===== config.mk =====
export PLATFORM = sky130hd
export DESIGN_NAME = mult_result_writeback_flat
export DESIGN_NICKNAME = d
export VERILOG_FILES = /design/src/rtl/mult_result_writeback_if.sv /design/src/rtl/mult_result_writeback.sv /design/src/flat_wrapper.sv
export SDC_FILE = /design/constraint.sdc
export NUM_CORES = 1
export LEC_CHECK = 0
export BUFFER_PORTS_ARGS = -buffer_cell sky130_fd_sc_hd__buf_4
export CORE_ASPECT_RATIO = 0.8
export CORE_MARGIN = 5
export CORE_UTILIZATION = 48
export CTS_CLUSTER_DIAMETER = 120
export CTS_CLUSTER_SIZE = 16
export DETAILED_ROUTE_END_ITERATION = 12
export PLACE_DENSITY = 0.78
export SYNTH_ARGS = -nofsm -noshare
export SYNTH_HDL_FRONTEND = slang
export SYNTH_SLANG_ARGS = --single-unit

===== constraint.sdc =====
create_clock -name clock -period 1.7 [get_ports clock]
set_clock_uncertainty 0.2 [all_clocks]
set_input_delay 0.34 -clock clock [delete_from_list [all_inputs] [get_ports clock]]
set_output_delay 0.34 -clock clock [all_outputs]
set_load 0.01 [all_outputs]

===== src/rtl/mult_result_writeback_if.sv =====
// Register-file and status-register write port bundle for mult_result_writeback.
interface mult_result_writeback_if #(
    parameter int unsigned ADDR_WIDTH = 3
);
    logic                  rf_wr_en;
    logic [ADDR_WIDTH-1:0] rf_wr_addr;
    logic [7:0]            rf_wr_data;
    logic                  rf_wr_ready;
    logic                  status_wr_en;
    logic [2:0]            status_flags;

    modport master (
        output rf_wr_en,
        output rf_wr_addr,
        output rf_wr_data,
        input  rf_wr_ready,
        output status_wr_en,
        output status_flags
    );

    modport slave (
        input  rf_wr_en,
        input  rf_wr_addr,
        input  rf_wr_data,
        output rf_wr_ready,
        input  status_wr_en,
        input  status_flags
    );
endinterface


===== src/rtl/mult_result_writeback.sv =====
// Writeback sequencer: fetches the multiplier product, writes it to the register file in two
// byte beats (low first), then commits flags. Optional stall abort: define MULT_WB_TIMEOUT_EN.
module mult_result_writeback #(
    parameter int unsigned ADDR_WIDTH     = 3,
    parameter int unsigned TIMEOUT_CYCLES = 16
) (
    input  logic                  clock,
    input  logic                  nreset,
    input  logic                  start,
    input  logic [ADDR_WIDTH-1:0] dest_low_addr,
    input  logic [ADDR_WIDTH-1:0] dest_high_addr,
    input  logic [15:0]           mult_in,
    input  logic [2:0]            flags_in,
    output logic                  mult_oe,
    mult_result_writeback_if.master wb,
    output logic                  busy,
    output logic                  done,
    output logic                  error
);

    localparam logic [2:0] IDLE  = 3'd0;
    localparam logic [2:0] FETCH = 3'd1;
    localparam logic [2:0] WR_LO = 3'd2;
    localparam logic [2:0] WR_HI = 3'd3;
    localparam logic [2:0] FLAGS = 3'd4;

    if (TIMEOUT_CYCLES < 2 || TIMEOUT_CYCLES > 255) begin : g_bad_timeout
        $error("TIMEOUT_CYCLES must be in 2..255");
    end

    logic [2:0]            state_q, state_d;
    logic [ADDR_WIDTH-1:0] lo_addr_q, hi_addr_q;
    logic [15:0]           prod_hold_q;
    logic [2:0]            flag_hold_q;
    logic                  abort;

    always_comb begin
        state_d = state_q;
        case (state_q)
            IDLE:  if (start) state_d = FETCH;
            FETCH: state_d = WR_LO;
            WR_LO: begin
                if (abort)                state_d = IDLE;
                else if (wb.rf_wr_ready)  state_d = WR_HI;
            end
            WR_HI: begin
                if (abort)                state_d = IDLE;
                else if (wb.rf_wr_ready)  state_d = FLAGS;
            end
            FLAGS: state_d = IDLE;
            default: state_d = IDLE;
        endcase
    end

    always_ff @(posedge clock or negedge nreset) begin
        if (!nreset) begin
            state_q     <= IDLE;
            lo_addr_q   <= '0;
            hi_addr_q   <= '0;
            prod_hold_q <= '0;
            flag_hold_q <= '0;
        end else begin
            state_q <= state_d;
            if (state_q == IDLE && start) begin
                lo_addr_q <= dest_low_addr;
                hi_addr_q <= dest_high_addr;
            end
            if (state_q == FETCH) begin
                prod_hold_q <= mult_in;
                flag_hold_q <= flags_in;
            end
        end
    end

    // All outputs decode from state so an asynchronous reset clears them without an edge.
    always_comb begin
        mult_oe         = (state_q == FETCH);
        busy            = (state_q != IDLE);
        done            = (state_q == FLAGS);
        wb.rf_wr_en     = (state_q == WR_LO) || (state_q == WR_HI);
        wb.rf_wr_addr   = '0;
        wb.rf_wr_data   = '0;
        wb.status_wr_en = (state_q == FLAGS);
        wb.status_flags = (state_q == FLAGS) ? flag_hold_q : 3'b000;
        if (state_q == WR_LO) begin
            wb.rf_wr_addr = lo_addr_q;
            wb.rf_wr_data = prod_hold_q[7:0];
        end else if (state_q == WR_HI) begin
            wb.rf_wr_addr = hi_addr_q;
            wb.rf_wr_data = prod_hold_q[15:8];
        end
    end

`ifdef MULT_WB_TIMEOUT_EN
    logic [7:0] stall_q;
    logic       error_q;
    logic       wr_entry;

    assign wr_entry = (state_d == WR_LO && state_q != WR_LO) ||
                      (state_d == WR_HI && state_q != WR_HI);
    assign abort    = wb.rf_wr_en && !wb.rf_wr_ready &&
                      (stall_q == 8'(TIMEOUT_CYCLES - 1));

    always_ff @(posedge clock or negedge nreset) begin
        if (!nreset) begin
            stall_q <= '0;
            error_q <= 1'b0;
        end else begin
            error_q <= abort;
            if (wr_entry)                            stall_q <= '0;
            else if (wb.rf_wr_en && !wb.rf_wr_ready) stall_q <= stall_q + 8'd1;
        end
    end

    assign error = error_q;
`else
    assign abort = 1'b0;
    assign error = 1'b0;
`endif

endmodule


===== src/flat_wrapper.sv =====
// flat-port wrapper written by rule: the top's interface ports become plain ports
module mult_result_writeback_flat 
#(
    parameter int unsigned ADDR_WIDTH     = 3,
    parameter int unsigned TIMEOUT_CYCLES = 16
)
  (clock, nreset, start, dest_low_addr, dest_high_addr, mult_in, flags_in, mult_oe, busy, done, error, wb_rf_wr_en, wb_rf_wr_addr, wb_rf_wr_data, wb_rf_wr_ready, wb_status_wr_en, wb_status_flags);
  mult_result_writeback_if #(.ADDR_WIDTH(ADDR_WIDTH)) wb_i ();
  input  logic clock;
  input  logic nreset;
  input  logic start;
  input  logic [ADDR_WIDTH-1:0] dest_low_addr;
  input  logic [ADDR_WIDTH-1:0] dest_high_addr;
  input  logic [15:0] mult_in;
  input  logic [2:0] flags_in;
  output logic mult_oe;
  output logic busy;
  output logic done;
  output logic error;
  output wire logic [$bits(wb_i.rf_wr_en)-1:0] wb_rf_wr_en;
  output wire logic [$bits(wb_i.rf_wr_addr)-1:0] wb_rf_wr_addr;
  output wire logic [$bits(wb_i.rf_wr_data)-1:0] wb_rf_wr_data;
  input wire logic [$bits(wb_i.rf_wr_ready)-1:0] wb_rf_wr_ready;
  output wire logic [$bits(wb_i.status_wr_en)-1:0] wb_status_wr_en;
  output wire logic [$bits(wb_i.status_flags)-1:0] wb_status_flags;
  assign wb_rf_wr_en = wb_i.rf_wr_en;
  assign wb_rf_wr_addr = wb_i.rf_wr_addr;
  assign wb_rf_wr_data = wb_i.rf_wr_data;
  assign wb_i.rf_wr_ready = wb_rf_wr_ready;
  assign wb_status_wr_en = wb_i.status_wr_en;
  assign wb_status_flags = wb_i.status_flags;
  mult_result_writeback #(.ADDR_WIDTH(ADDR_WIDTH), .TIMEOUT_CYCLES(TIMEOUT_CYCLES)) u_core (.clock(clock), .nreset(nreset), .start(start), .dest_low_addr(dest_low_addr), .dest_high_addr(dest_high_addr), .mult_in(mult_in), .flags_in(flags_in), .mult_oe(mult_oe), .wb(wb_i), .busy(busy), .done(done), .error(error));
endmodule

==> results.py <==
metrics = {
    "timing": {
        "setup_viol": 39,
        "setup_slack_ps": -235.0,
        "fin_crit_sh": 1.138,
        "fin_setup_tns_ps": -5296,
        "hold_viol": 0,
        "period_minus_slack_ps": 1935,
        "final_max_slew_viol_count": 0,
        "clock.fmax_mhz": 516.8,
        "rsz0062_at_grt": "yes",
    },
    "layout": {
        "nFillCells": 184,
        "final_nets": 193,
        "n_antenna_cell": 0,
        "final-instance-count-excl-fill": 200,
        "drive_above_1_share": 0.6481,
        "area_delta_synth_final_pct": 50.71,
        "post-route-util": 0.7392,
    },
    "logic_synthesis": {
        "synth.distinct_cells": 18,
        "netlist.area_leader.share": 0.5288,
        "syn-cell-area_sq_um": 1325,
        "synth_warnings": 0,
        "yosysTopAreaCell": "dfrtp_1",
        "synthTopCellsByArea": "dfrtp_1, mux2_2, mux2i_1, nor2_1, buf_4",
        "synth.avg_cell_area_sq_um": 12.99,
        "postSynthRegisterBits": 28,
        "netlist_instances": 102,
        "ys_seq_area_frac": 0.5288,
        "syn-num-nets": 131,
    },
    "floorplan": {
        "dieArea_sq_um": 3918,
        "start_util": 0.4905,
        "die_y_um": 57.00,
        "row_count": 17,
        "core-area_sq_um": 2701,
        "io_pins": 49,
        "die_width_um": 68.74,
    },
    "global_route": {
        "met3_usage": 0.04921,
        "grt_max_degree": 29,
        "grt_use_met1": 0.2114,
        "antenna_found_initial": 0,
        "top_usage_layer": "met2",
        "overflow": 0,
        "grt_usage": 0.1688,
        "first_global_vias": 1107,
        "use_met2": 0.2884,
        "grt_pass1_wl_um": 5037,
    },
    "cts": {
        "clk_latency_ps": 330,
        "htree_levels": 1,
        "numCtsBuffers": 3,
        "path_clk_slew_ps": 140,
        "clock_path_buffers": 2,
        "root_buffer": "clkbuf_4",
        "cts_sinks": 28,
        "cts_tree": "done",
    },
    "placed_design": {
        "dp.cells": 187,
        "place_hpwl_um": 2280,
        "gp_congestion": 0.7481,
        "portBuffers": 47,
        "pre_cts_slack_ps": -27.42,
    },
    "critical_path": {
        "cp-start-kind": "flop",
        "r2r_slack_ps": -140,
        "reg2regPathDepth": 5,
        "cp_max_fo": 8,
        "r2r-end": "u_core.hi_addr_q[0]$_DFFE_PN0P_",
        "r2r_start": "u_core.state_q[0]$_DFFE_PN0P_",
        "cp.arrival_ps": 1400,
        "path_class": "reg -> out",
        "critical_path_required_ps": 1160,
        "critPathCaptureType": "output pin",
    },
    "pwr": {
        "leakage_nw": 0.9778,
        "power_density_nw_per_um2": 1876,
        "p_total_mw": 3.747,
        "peakVddDrop_mv": 1.154,
    },
    "run_status": {
        "run_status": "complete, but fails checks",
        "violations": "setup timing",
    },
    "drt": {
        "viasPerCell": 5.005,
        "dr.pass1.iters": 4,
        "vias": 1001,
        "drt-initial-drc-count": 61,
        "ant_nets": 0,
        "wire_per_inst_um": 17.25,
        "wirelength_um": 3450,
        "remaining_drc_errors": 0,
    },
    "hold_path": {
        "hold_path.class": "in -> reg",
        "hp-start": "mult_in[7]",
        "min_to": "u_core.prod_hold_q[7]$_DFFE_PN0P_",
        "hold_depth": 2,
    },
    "job": {
        "drv_cap": 0,
    },
}
==> power breakdown <==
group / internal, mW / total [mW] / switching, mW
Clock: 0.0833 / 0.270 / 0.186
Combinational: 1.37 / 2.20 / 0.837
Sequential: 1.01 / 1.27 / 0.266
==> worst max-delay path, stage by stage, from the launching register on <==
cell     delay, ps
dfrtp_2        480
buf_4          170
mux2i_1        200
nor2_1          70
buf_4          140
==> layout make-up <==
type | count | area [sq um] | share of cell area
Tap cell | 38 | 47.55 | 0.02381
Timing Repair Buffer | 66 | 578.1 | 0.2895
Inverter | 1 | 3.754 | 0.001880
Sequential cell | 28 | 704.4 | 0.3528
Clock buffer | 3 | 22.52 | 0.01128
Multi-Input combinational cell | 64 | 640.6 | 0.3208
==> metal layers <==
layer | routed length, um | vias up
met3 | 207 | 7
li1 | - | 467
met2 | 1762 | 32
met5 | 0 | -
met1 | 1433 | 495
met4 | 46 | 0
==> synthesized netlist by cell type <==
cell type,n
a32o_1,1
and2_1,1
and3_1,3
buf_2,4
buf_4,4
buf_6,1
conb_1,1
dfrtp_1,28
inv_1,1
mux2_2,26
mux2i_1,11
nand2b_1,1
nand3_1,1
nor2_1,15
nor3b_1,1
nor3b_2,1
nor4b_4,1
or3_1,1
==> per-stage QoR <==
step / instance area, sq um / hold WS, ps
6_report: 1997 / 31.81
4_1_cts: 1874 / 22.29
2_1_floorplan: 1325 / -155.6
3_5_place_dp: 1744 / 75.13
5_1_grt: 1997 / 12.07
3_3_place_gp: 1744 / 72.46
==> flip-flops by register name (all words and copies together) (netlist names) <==
| name | flops |
|---|---|
| u_core.prod_hold_q | 16 |
| u_core.flag_hold_q | 3 |
| u_core.state_q | 3 |
| u_core.hi_addr_q | 3 |
| u_core.lo_addr_q | 3 |
==> logic make-up (layout without fill, tap and decap cells) <==
logic type / after synthesis / after routing / synth area share
mux: 37 / 37 / 0.3041
flops: 28 / 28 / 0.5288
simple gates: 25 / 25 / 0.1077
buf+inv: 10 / 70 / 0.04910
other cells: 1 / 1 / 0.002830
compound gates: 1 / 1 / 0.007555
==> worst max-delay path by stage <==
stage                                        from                           endpoint  slack (ps)  depth (start not counted)
floorplan           u_core.state_q[2]$_DFFE_PN0P_                   wb_rf_wr_addr[0]          80                          4
global placement    u_core.state_q[0]$_DFFE_PN0P_                   wb_rf_wr_data[3]          30                          4
detailed placement  u_core.state_q[0]$_DFFE_PN0P_  u_core.flag_hold_q[0]$_DFFE_PN0P_         -30                          3
CTS                 u_core.state_q[0]$_DFFE_PN0P_                   wb_rf_wr_addr[2]        -220                          4
global route        u_core.state_q[0]$_DFFE_PN0P_                   wb_rf_wr_data[2]        -330                          4
finish              u_core.state_q[0]$_DFFE_PN0P_                   wb_rf_wr_data[2]        -240                          4
==> layout by cell type (no fill, tap or decap), drive strengths merged <==
cell type    instances
a32o                 1
nand2b               1
nand3                1
nor4b                1
dfrtp               28
and2                 1
nor2                15
or3                  1
mux2i               11
inv                  1
buf                 64
nor3b                2
conb                 1
and3                 3
dlygate4sd3          1
mux2                26
clkbuf               4
==> timing repair <==
| action | CTS | global route |
|---|---|---|
| setup buffers | 5 | 3 |
| gates cloned | 0 | 1 |
| resized for setup | 18 | 20 |
| pin swaps | 1 | 2 |
| endpoints found under the hold margin | 28 | 0 |
| hold buffers | 1 | 0 |
| endpoints found under the setup margin | 38 | 39 |
No activity file was read; power rests on OpenSTA's default activity.
